<file path="config.mk">
export PLATFORM = sky130hd
export DESIGN_NAME = fortune_spinner
export DESIGN_NICKNAME = d
export VERILOG_FILES = /design/src/rtl/fortune_spinner.sv
export SDC_FILE = /design/constraint.sdc
export NUM_CORES = 1
export LEC_CHECK = 0
export ABC_AREA = 1
export CAP_MARGIN = 20
export CORE_ASPECT_RATIO = 1.2
export CORE_MARGIN = 10
export CORE_UTILIZATION = 50
export DETAILED_ROUTE_END_ITERATION = 12
export PLACE_DENSITY = 0.84
export SYNTH_ARGS = -nofsm -noshare
export SYNTH_HDL_FRONTEND = slang
export SYNTH_SLANG_ARGS = --single-unit
</file>
<file path="constraint.sdc">
create_clock -name clk -period 3 [get_ports clk]
set_clock_uncertainty 0.15 [all_clocks]
set_input_delay 0.6 -clock clk [delete_from_list [all_inputs] [get_ports clk]]
set_output_delay 0.6 -clock clk [all_outputs]
set_load 0.01 [all_outputs]
</file>
<file path="src/rtl/fortune_spinner.sv">
// Fortune spinner: a held button spins a 0..9 digit, which then decelerates and is
// latched with two category switches into a 6-bit pattern with a one-cycle valid strobe.
module fortune_spinner #(
    parameter int TICK_DIV     = 4,
    parameter int SETTLE_STEPS = 3
) (
    input  logic       clk,
    input  logic       reset,
    input  logic       btn,
    input  logic       sel_a,
    input  logic       sel_b,
    output logic [5:0] pattern,
    output logic       pattern_valid,
    output logic [3:0] digit_live,
    output logic       busy
);

    // The prescaler must reach 2*TICK_DIV-1 (settle rate); steps_left must hold SETTLE_STEPS.
    localparam int PRE_W  = (2 * TICK_DIV > 1) ? $clog2(2 * TICK_DIV) : 1;
    localparam int STEP_W = (SETTLE_STEPS > 0) ? $clog2(SETTLE_STEPS + 1) : 1;

    localparam logic [PRE_W-1:0]  SPIN_TC    = PRE_W'(TICK_DIV - 1);
    localparam logic [PRE_W-1:0]  SETTLE_TC  = PRE_W'(2 * TICK_DIV - 1);
    localparam logic [STEP_W-1:0] STEPS_INIT = STEP_W'(SETTLE_STEPS);
    localparam logic [STEP_W-1:0] STEP_ONE   = STEP_W'(1);
    localparam bit                NO_SETTLE  = (SETTLE_STEPS == 0);

    typedef enum logic [1:0] {
        ST_IDLE,
        ST_SPIN,
        ST_SETTLE,
        ST_CAPTURE
    } state_e;

    state_e            state_q, state_d;
    logic [PRE_W-1:0]  presc_q, presc_d;
    logic [STEP_W-1:0] steps_q, steps_d;
    logic [3:0]        digit_q, digit_d;
    logic [5:0]        pattern_q, pattern_d;
    logic              valid_q, valid_d;

    logic btn_meta_q;
    logic btn_s_q;
    logic btn_s_dly_q;
    logic btn_rise;

    function automatic logic [3:0] step_digit(input logic [3:0] d);
        return (d == 4'd9) ? 4'd0 : d + 4'd1;
    endfunction

    // NOTE: sequential state is updated with non-blocking assignments so every flop
    // samples the pre-edge value of its neighbours, independent of statement order.
    always_ff @(posedge clk or posedge reset) begin
        if (reset) begin
            btn_meta_q  <= 1'b0;
            btn_s_q     <= 1'b0;
            btn_s_dly_q <= 1'b0;
        end else begin
            btn_meta_q  <= btn;
            btn_s_q     <= btn_meta_q;
            btn_s_dly_q <= btn_s_q;
        end
    end

    assign btn_rise = btn_s_q & ~btn_s_dly_q;

    always_ff @(posedge clk or posedge reset) begin
        if (reset) begin
            state_q   <= ST_IDLE;
            presc_q   <= '0;
            steps_q   <= '0;
            digit_q   <= 4'd0;
            pattern_q <= 6'd0;
            valid_q   <= 1'b0;
        end else begin
            state_q   <= state_d;
            presc_q   <= presc_d;
            steps_q   <= steps_d;
            digit_q   <= digit_d;
            pattern_q <= pattern_d;
            valid_q   <= valid_d;
        end
    end

    // NOTE: every signal driven here gets a default first, so no path can infer a latch.
    always_comb begin
        state_d   = state_q;
        presc_d   = presc_q;
        steps_d   = steps_q;
        digit_d   = digit_q;
        pattern_d = pattern_q;
        valid_d   = 1'b0;

        unique case (state_q)
            ST_IDLE: begin
                // The digit is deliberately kept so a new spin resumes where the last stopped.
                if (btn_rise) begin
                    state_d = ST_SPIN;
                    presc_d = '0;
                end
            end

            ST_SPIN: begin
                if (presc_q == SPIN_TC) begin
                    presc_d = '0;
                    digit_d = step_digit(digit_q);
                end else begin
                    presc_d = presc_q + PRE_W'(1);
                end
                // Release overrides the prescaler but keeps a coincident terminal-count step.
                if (!btn_s_q) begin
                    presc_d = '0;
                    if (NO_SETTLE) begin
                        state_d = ST_CAPTURE;
                    end else begin
                        state_d = ST_SETTLE;
                        steps_d = STEPS_INIT;
                    end
                end
            end

            ST_SETTLE: begin
                if (presc_q == SETTLE_TC) begin
                    presc_d = '0;
                    digit_d = step_digit(digit_q);
                    steps_d = steps_q - STEP_ONE;
                    if (steps_q == STEP_ONE) begin
                        state_d = ST_CAPTURE;
                    end
                end else begin
                    presc_d = presc_q + PRE_W'(1);
                end
            end

            ST_CAPTURE: begin
                pattern_d = {sel_b, digit_q, sel_a};
                valid_d   = 1'b1;
                state_d   = ST_IDLE;
            end

            default: begin
                state_d = ST_IDLE;
            end
        endcase
    end

    assign pattern       = pattern_q;
    assign pattern_valid = valid_q;
    assign digit_live    = digit_q;
    assign busy          = (state_q != ST_IDLE);

    digit_range_a: assert property (@(posedge clk) disable iff (reset) (digit_q <= 4'd9));

endmodule

</file>
# After elaboration in Yosys (flattened, before gate mapping)
# Index checks and enable logic that the tools add are counted.
# classes
add_sub_neg,3
n_mul,0
div,0
magnitude_cmp,0
eq_ne,12
n_shift,0
n_mux,18
bitwise_logic,2
n_reduce_logical,8
# op_table
operator,count
2-bit two-way mux,6
3-bit two-way mux,4
4-bit two-way mux,3
"2-bit != test, second input constant",5
3-bit case mux with 3 select lines,1
2-bit case mux with 4 select lines,1
4-bit case mux with 2 select lines,1
3-bit AND reduction,2
"4-bit by 1-bit adder with 4-bit output, second input constant",1
"2-bit by 1-bit == test with 1-bit output, second input constant",2
"2-bit == test, second input constant",2
"4-bit == test, second input constant",1
2-bit case mux with 2 select lines,1
4-bit AND reduction,1
2-bit nonzero test,2
"3-bit by 1-bit adder with 3-bit output, second input constant",1
"3-bit by 2-bit == test with 1-bit output, second input constant",1
"3-bit == test, second input constant",1
3-bit nonzero test,1
2-bit logical NOT,1
2-bit AND reduction,1
"2-bit by 1-bit subtractor with 2-bit output, second input constant",1
1-bit bitwise AND,1
1-bit two-way mux,1
1-bit inverter,1
# totals
ff_bits,21
latchBits,0
ram_bits,0
mem_bits_ro,0
input_bits,5
word_cells,52
n_memories,0

# Logic depth before layout (Yosys ltp)
# depth
ltp_word,4
depth_mapped,9
ltp_nobuf,9

# Least setup slack after synthesis
# Ideal clock, no wire load.
# synth_timing
kind,reg-to-output
start,reg state_q[0]
end,out busy
arrival_ps,729
setup_slack_ps,1521
stages_incl_launch_ff,4
path_cell_list,dfrtp_1 -> inv_1 -> ha_1 -> inv_1
# synth_via
elab_chain_len,1
# synth_lines
element,line,source
from (decl),35,"state_e state_q, state_d;"
from (signal assigned),76,state_q <= state_d;
2-bit nonzero test,150,assign busy = (state_q != ST_IDLE);
to (decl),15,output logic busy
# No other way between the ends.

# Worst setup path in the final report
# Same ends and word-level chain as after synthesis.

==> flow_summary.yaml <==
outcome:
  status: "completed"
die:
  coreArea_um2: 2050
  die_area_um2: 4380
  rows: 18
  start_util: 0.519
  die_w_um: 62.1
  ios: 17
  die-height_um: 70.5
cts:
  clk_path_buf_depth: 2
  clk_latency_ns: 0.31
  cts_tree: "yes"
  clkSinkCount: 21
  cts-hold-fix-buffers: 0
  htree_levels: 1
  clk_pin_slew_worst_paths_ns: 0.10
  cts-root-buf: "clkbuf_4"
  cts_buffers: 3
  postCtsSetupBuffers: 0
  cts_resized: 0
place:
  gp_congestion: 0.792
  dpl_worst_slack_ns: 0.966
  dp_hpwl_um: 1570
  io_buffer_count: 16
  dp.cells: 169
grt:
  grt_pass1_vias: 861
  grt_pass1_wl_um: 3650
  grt_start_max_net_pins: 22
  grt_util_all_layers: 0.0991
  grt.overflow.total: 0
  antenna_found_initial: 0
route:
  routed_wl_um: 1980
  drc: 0
  drt_first_iter_violations: 21
  drt-wirelength-per-cell_um: 11.4
  dr.pass1.iters: 5
  ant_nets: 0
  viasPerCell: 4.80
  vias: 831
critical_path:
  cpMaxStageDelayCell: "clkdlybuf4s50_1"
  cp_max_fo: 4
  setup.worst_path.class: "reg2out"
  critPathLaunchType: "flip-flop"
  path_buf_inv: 3
  max_stage_delay_ns: 0.53
  path_common_cell: "inv_1"
  end_kind: "primary output"
  worstPathRequired_ns: 2.25
  crit_arrival_ns: 1.62
  crit_path_cell_trace: "inv_1 -> ha_1 -> inv_1 -> clkdlybuf4s50_1"
  crit_family: "buffers and inverters"
synth:
  synth_area_per_cell_um2: 8.58
  synthAdderAreaFrac: 0.118
  synth-simple-area-share: 0.260
  muxShareOfSynthArea: 0
  synth_cell_types: 18
  synth-seq-cells: 21
  synth_edf_count: 0
  yosysSeqAreaShare: 0.494
  yosys_warnings: 0
  yosysMostFrequentCell: "nand2_1"
  synth_common_cells: "nand2_1, dfrtp_1, inv_1"
  synth_compound_area_frac: 0.0518
  synth_fp_nets: 139
  synth_top_flop_cell: "dfrtp_1"
  syn_inst: 124
  synth_area_um2: 1060
  yosys-top-cells-area: "dfrtp_1, nand2_1, ha_1, inv_1, o21ai_0"
  synth_area_leader_cell: "dfrtp_1"
  synth_top_family_by_area: "simple AND/OR/NAND/NOR gates"
  synthXorXnorAreaFrac: 0.00824
  async_flop_share: 1.00
  yosysTopAreaCellShare: 0.494
timing:
  hold_viol_final: 0
  period_share: 0.791
  setup_viol_count_final: 0
  rsz0062_at_grt: "no"
  min_period_ns: 2.37
  relSlewSlack: 0.485
  fin_setup_tns_ns: 0
  drv_slew: 0
  fin_ws_ns: 0.628
  tightest_slew_ns: 0.772
  clock.fmax_mhz: 422
final_layout:
  area_growth_pct: 20.6
  n_antenna_cell: 0
  drive_above_1_share: 0.0769
  fin_nets: 159
  stdcell_count: 173
min_path:
  hold_class: "reg2reg"
power_and_ir_drop:
  vdd_drop_max_mv: 0.608
  power.leakage_uw: 0.000660
  cellPowerDensity_nw_per_um2: 993
  p_total_uw: 1270
flow_run:
  cap_violations: 0
[routing by layer]
| layer | GRT usage | vias to the layer above | part of all wire |
|---|---|---|---|
| li1 | - | 422 | - |
| met1 | 0.100 | 382 | 0.42 |
| met2 | 0.174 | 24 | 0.51 |
| met3 | 0.0335 | 3 | 0.056 |
| met4 | 0.0560 | 0 | 0.011 |
| met5 | 0 | - | 0 |
[registers in the layout (all words and copies together), names as in the netlist, 2 cells and up]
register,count
digit_live,4
pattern,6
presc_q,3
state_q,2
steps_q,2
[final timing paths]
path | from | endpoint | slack [ns] | cells after the start
min in group asynchronous | reset | pattern[3]$_DFFE_PP0P_ | 0.56 | 2
setup reg to reg | presc_q[0]$_DFFE_PP0P_ | steps_q[0]$_DFFE_PP0P_ | 1.40 | 7
max in group asynchronous | reset | state_q[1]$_DFFE_PP0P_ | 1.65 | 2
setup / recovery | state_q[0]$_DFFE_PP0P_ | busy | 0.63 | 4
hold / removal | btn_meta_q$_DFF_PP0_ | btn_s_q$_DFF_PP0_ | 0.21 | 0
hold reg to reg | btn_meta_q$_DFF_PP0_ | btn_s_q$_DFF_PP0_ | 0.21 | 0
[through the flow]
| stage | util | instance area, um2 | hold slack [ns] |
|---|---|---|---|
| floorplan | - | 1060 | 0.181 |
| CTS | 0.626 | 1280 | 0.223 |
| detailed placement | 0.613 | 1260 | 0.197 |
| global route | 0.626 | 1280 | 0.230 |
| finish | 0.626 | 1280 | 0.214 |
| global placement | 0.613 | 1260 | 0.188 |
[cell type report]
type | count | area, um2
Timing Repair Buffer | 16 | 160
Tap cell | 30 | 37.5
Clock buffer | 4 | 26.3
Sequential cell | 21 | 526
Multi-Input combinational cell | 84 | 465
Fill cell | 175 | 767
Inverter | 18 | 67.6
[placed cells by master, fill, tap and decap left out]
master / instances
nand4_1: 2
a21oi_1: 1
clkdlybuf4s50_1: 16
nand3_1: 6
nand2_1: 40
nor2_4: 1
inv_1: 17
and2_4: 1
inv_2: 1
o21ai_0: 10
or2_2: 1
or2_4: 1
dfrtp_1: 21
clkbuf_1: 1
nand2_2: 3
nor2_1: 6
nand3b_1: 1
clkbuf_4: 3
xor2_1: 1
ha_1: 10
[worst reg2reg max path, cell delays in order (launching register included)]
cell     delay [ns]
dfrtp_1        0.41
ha_1           0.24
ha_1           0.19
inv_1          0.05
nand2_1        0.09
and2_4         0.18
nand2_1        0.09
o21ai_0        0.10
[kinds of logic after synthesis]
| logic type | count (synthesis) |
|---|---|
| xor gates and xnor gates | 1 |
| and+or+nand+nor | 62 |
| DFF | 21 |
| adders and majority gates | 10 |
| buffers and inverters | 19 |
| AOI/OAI and AO/OA | 11 |
[power by group]
part / switching [uW] / internal [uW] / total [uW]
Combinational: 370 / 304 / 674
Clock: 83.3 / 52.0 / 135
Sequential: 77.6 / 387 / 464
No activity file was read; power rests on OpenSTA's default activity.
